### src/rtl/pipe_hazard_ctrl.sv
// Pipeline sequencing controller: load-use stall, MEM-stage branch/jump flush,
// and a data-memory req/ack freeze with a timeout watchdog and debug stall counter.
module pipe_hazard_ctrl #(
  parameter int unsigned W   = 5,
  parameter int unsigned TMO = 16,
  parameter int unsigned CW  = 16
) (
  input  logic          clk,
  input  logic          reset,
  input  logic          idex_MemRead,
  input  logic [W-1:0]  idex_rt,
  input  logic [W-1:0]  ifid_rs,
  input  logic [W-1:0]  ifid_rt,
  input  logic          exmem_Jump,
  input  logic          exmem_Branch,
  input  logic          exmem_BranchNot,
  input  logic          exmem_zero,
  input  logic          exmem_MemRead,
  input  logic          exmem_MemWrite,
  input  logic          dmem_ack,
  output logic          pc_write,
  output logic          ifid_write,
  output logic          idex_write,
  output logic          exmem_write,
  output logic          ifid_flush,
  output logic          idex_flush,
  output logic          exmem_flush,
  output logic          memwb_bubble,
  output logic          pc_src,
  output logic          dmem_req,
  output logic          mem_err,
  output logic [CW-1:0] stall_cnt,
  output logic          state
);

  typedef enum logic {RUN = 1'b0, MEMWAIT = 1'b1} state_t;

  localparam int unsigned WCW = $clog2(TMO);
  localparam logic [WCW-1:0] WLAST = WCW'(TMO - 1);

  state_t         st, st_nx;
  logic [WCW-1:0] wcnt;
  logic           mem_acc, taken, lu, tmo_hit, freeze;

  assign mem_acc = exmem_MemRead | exmem_MemWrite;
  assign taken   = exmem_Jump | (exmem_Branch & exmem_zero) | (exmem_BranchNot & ~exmem_zero);
  assign lu      = idex_MemRead & (idex_rt != '0) & ((idex_rt == ifid_rs) | (idex_rt == ifid_rt));

  // Timeout cycle behaves like an ack: freeze released, request still shown.
  assign tmo_hit = (st == MEMWAIT) & ~dmem_ack & (wcnt == WLAST);
  assign freeze  = ((st == RUN) & mem_acc & ~dmem_ack) |
                   ((st == MEMWAIT) & ~dmem_ack & ~tmo_hit);

  assign state = (st == MEMWAIT);

  always_comb begin
    pc_write     = 1'b1;
    ifid_write   = 1'b1;
    idex_write   = 1'b1;
    exmem_write  = 1'b1;
    ifid_flush   = 1'b0;
    idex_flush   = 1'b0;
    exmem_flush  = 1'b0;
    memwb_bubble = 1'b0;
    pc_src       = 1'b0;
    dmem_req     = (st == MEMWAIT) | mem_acc;
    if (freeze) begin
      pc_write     = 1'b0;
      ifid_write   = 1'b0;
      idex_write   = 1'b0;
      exmem_write  = 1'b0;
      memwb_bubble = 1'b1;
    end else if (taken) begin
      pc_src      = 1'b1;
      ifid_flush  = 1'b1;
      idex_flush  = 1'b1;
      exmem_flush = 1'b1;
    end else if (lu) begin
      pc_write   = 1'b0;
      ifid_write = 1'b0;
      idex_flush = 1'b1;
    end
    if (reset) begin
      pc_write     = 1'b0;
      ifid_write   = 1'b0;
      idex_write   = 1'b0;
      exmem_write  = 1'b0;
      ifid_flush   = 1'b0;
      idex_flush   = 1'b0;
      exmem_flush  = 1'b0;
      memwb_bubble = 1'b0;
      pc_src       = 1'b0;
      dmem_req     = 1'b0;
    end
  end

  always_comb begin
    st_nx = st;
    case (st)
      RUN:     if (mem_acc & ~dmem_ack) st_nx = MEMWAIT;
      MEMWAIT: if (dmem_ack | tmo_hit)  st_nx = RUN;
      default: st_nx = RUN;
    endcase
  end

  always_ff @(posedge clk or posedge reset) begin
    if (reset) begin
      st        <= RUN;
      wcnt      <= '0;
      mem_err   <= 1'b0;
      stall_cnt <= '0;
    end else begin
      st <= st_nx;
      if (st == RUN || dmem_ack || tmo_hit)
        wcnt <= '0;
      else
        wcnt <= wcnt + 1'b1;
      if (tmo_hit)
        mem_err <= 1'b1;
      if (!pc_write && stall_cnt != '1)
        stall_cnt <= stall_cnt + 1'b1;
    end
  end

endmodule

### config.mk
export PLATFORM = sky130hd
export DESIGN_NAME = pipe_hazard_ctrl
export DESIGN_NICKNAME = d
export VERILOG_FILES = /design/src/rtl/pipe_hazard_ctrl.sv
export SDC_FILE = /design/constraint.sdc
export NUM_CORES = 1
export LEC_CHECK = 0
export ABC_CLOCK_PERIOD_IN_PS = 3100
export BUFFER_PORTS_ARGS = -buffer_cell sky130_fd_sc_hd__buf_2
export CORE_UTILIZATION = 47
export DETAILED_ROUTE_END_ITERATION = 10
export HOLD_SLACK_MARGIN = 0.02
export PLACE_DENSITY = 0.78
export SLEW_MARGIN = 20
export SYNTH_ARGS = -nofsm -noshare
export SYNTH_HDL_FRONTEND = slang
export SYNTH_SLANG_ARGS = --single-unit
export TNS_END_PERCENT = 30
### constraint.sdc
create_clock -name clk -period 3.1 [get_ports clk]
set_clock_uncertainty 0.1 [all_clocks]
set_input_delay 0.62 -clock clk [delete_from_list [all_inputs] [get_ports clk]]
set_output_delay 0.62 -clock clk [all_outputs]
set_load 0.02 [all_outputs]
==> results.toml <==
[cells_and_area]
antenna_cells = 0
area_delta_synth_final_pct = 24.2
layout-drive-gt1-share_pct = 39.1
nNetsFinal = 207

[worst_setup_path]
rrSetupSlack_ps = 890
reg2reg_to = "stall_cnt[15]"
crit_fanout = 4
crit_path_end_kind = "primary output"
critical_path_class = "register to primary output"
crit_slowest_cell = "dfrtp_1"
path_cells = "ha_1, and4_1, nor3_2, or2_2, a31oi_4, buf_2"
crit_buf_inv = 1
ff2ff_path_depth = 8
critPathArrivalTime_ps = 1970
r2r_start = "wcnt[0]"
critPathTopFamily = "simple AND/OR/NAND/NOR gates"
cpPeakStageDelay_ps = 390
worst-endpoint-required_ps = 2380
cp-startpoint = "wcnt[0]"
start_kind = "register"

[sta]
finalSetupViolCount = 0
period_share_pct = 86.7
tightest_slew_ps = 813
fin_tns_setup_ps = 0
finalCriticalPeriod_ps = 2690
finalMaxSlewViolations = 0
rsz0062_at_grt = "false"
hold_viol_final = 0
max_freq_mhz = 372
slew-limit-headroom_pct = 45.8

[synthesis]
synthDistinctLibCells = 31
synthFlopType = "dfrtp_1"
syn_area_per_cell_um2 = 10.2
synth_top_family_by_area = "simple AND/OR/NAND/NOR gates"
synth_async_sr_flop_share_pct = 100
synth_common_cells = "dfrtp_1 (22), xor2_1 (13), xnor2_1 (12)"
ys_seq_area_share_pct = 43.0
syn_nets = 153
ys_seq_elements = 22
synth_area_mm2 = 0.00128
yosys-mux-area-fraction_pct = 3.52
ys_warn_count = 0
yosys-top-cells-area = "dfrtp_1 (43%), xor2_1 (8.9%), xnor2_1 (8.2%)"
synth_cells = 126
synth_top_area_cell = "dfrtp_1"
synth-edff-count = 0
synth-simple-area-share_pct = 24.1
yosysMostFrequentCell = "dfrtp_1"
yosys.area.top_type_share_pct = 43.0
synth-compound-area-share_pct = 5.18
synth_xor_xnor_area_share_pct = 17.1
synth_fa_ha_area_share_pct = 1.96

[power]
power_w = 0.000959
power.density_mw_per_mm2 = 603
p_leak_nw = 0.756
peakVddDrop_mv = 0.592

[routing]
viasPerCell = 5.24
wl_per_cell_um = 12.6
ant_nets = 0
drc_errors = 0
finalWirelength_mm = 2.63
dr_total_vias = 1095
drt_pass1_iterations = 4
drt_iter0_drc = 10

[floorplanning]
core_mm2 = 0.00252
start_util_pct = 50.7
pin_count = 53
dieArea_mm2 = 0.00294
rows = 18
fp.dieW_um = 54.2
die_y_um = 54.2

[placement]
hpwl_mm = 2.11
numPortBuffers = 52
gp_congestion = 0.747

[clock_network]
cts_made_buffers = 3
cts_setup_buffers = 0
cts_resized = 0
clk_latency_ps = 310
cts_root_buf = "clkbuf_4"
cts.sinks = 22
tritoncts = "done"
postCtsHoldBufs = 0
h-tree-depth = 1
clkTransAtPathRegs_ps = 120
cts_buffer_depth = 2

[status]
status = "completed"

[grt]
gr-total-overflow = 0
grt_max_degree = 23
grt_pass1_vias = 1059
antenna_found_initial = 0
grt_pass1_wl_mm = 4.22
grt_util_all_layers_pct = 20.0

[worst_hold_path]
hp-class = "input pin to async pin"

[flow_run]
cap_violations = 0
==> worst max-delay path by stage <==
| stage | to | slack [ps] | cells past startpoint |
|---|---|---|---|
| floorplan | pc_write | 420 | 5 |
| global placement | pc_write | 470 | 5 |
| detailed placement | pc_write | 460 | 5 |
| CTS | pc_write | 400 | 6 |
| global route | pc_write | 290 | 6 |
| finish | pc_write | 410 | 6 |
==> power breakdown <==
| part | total, W | switching, W | leakage [nW] | internal [W] |
|---|---|---|---|---|
| clock | 0.000159 | 0.0000874 | 0.0210 | 0.0000718 |
| sequential | 0.000433 | 0.0000787 | 0.268 | 0.000354 |
| combinational | 0.000367 | 0.000216 | 0.467 | 0.000151 |
==> cells in the final DEF, fill, tap and decap left out, types with 2 or more instances in the layout <==
cell,netlist,final
buf_2,1,52
buf_4,4,3
clkbuf_4,0,3
dfrtp_1,22,22
ha_1,2,2
inv_1,5,5
mux2_4,3,3
nand2_1,11,11
nand2b_1,3,3
nand3_1,8,8
nand4_1,3,3
nor2_1,8,8
nor2_2,2,2
nor3_1,6,6
nor3_2,2,2
nor4_1,6,6
nor4b_1,2,2
xnor2_1,12,12
xor2_1,13,13
==> cell type report <==
type | instances | area [um^2]
Fill cell | 219 | 932
Multi-Input combinational cell | 93 | 664
Sequential cell | 22 | 551
Timing Repair Buffer | 55 | 283
Tap cell | 30 | 37.5
Clock buffer | 4 | 36.3
Inverter | 5 | 18.8
==> metal layers <==
| metal | global-route usage (%) | vias up | wire [um] |
|---|---|---|---|
| met5 | 0 | - | 0 |
| met4 | 7.69 | 0 | 47 |
| met3 | 2.82 | 5 | 112 |
| met2 | 38.6 | 37 | 1370 |
| met1 | 21.3 | 515 | 1090 |
| li1 | - | 538 | - |
==> state kept, by name, summed over array words and instances (netlist names) <==
register   flops
stall_cnt     16
state          1
wcnt           4
mem_err        1
==> per-stage QoR <==
| step | util, % | hold slack [ps] | std cells | worst slack, ps | area, um^2 |
|---|---|---|---|---|---|
| floorplan | - | 332 | 126 | 419 | 1280 |
| global placement | 61.6 | 347 | 205 | 475 | 1550 |
| detailed placement | 61.6 | 353 | 205 | 456 | 1550 |
| CTS | 63.0 | 369 | 209 | 397 | 1590 |
| global route | 63.0 | 379 | 209 | 286 | 1590 |
| finish | 63.0 | 368 | 209 | 412 | 1590 |
==> kinds of logic after synthesis <==
kind of cell,after synthesis
xor+xnor,25
compound gates,6
fa+ha+maj,2
buf+inv,11
flops,22
mux,3
simple gates,57
(Power assumes the default switching activity.)
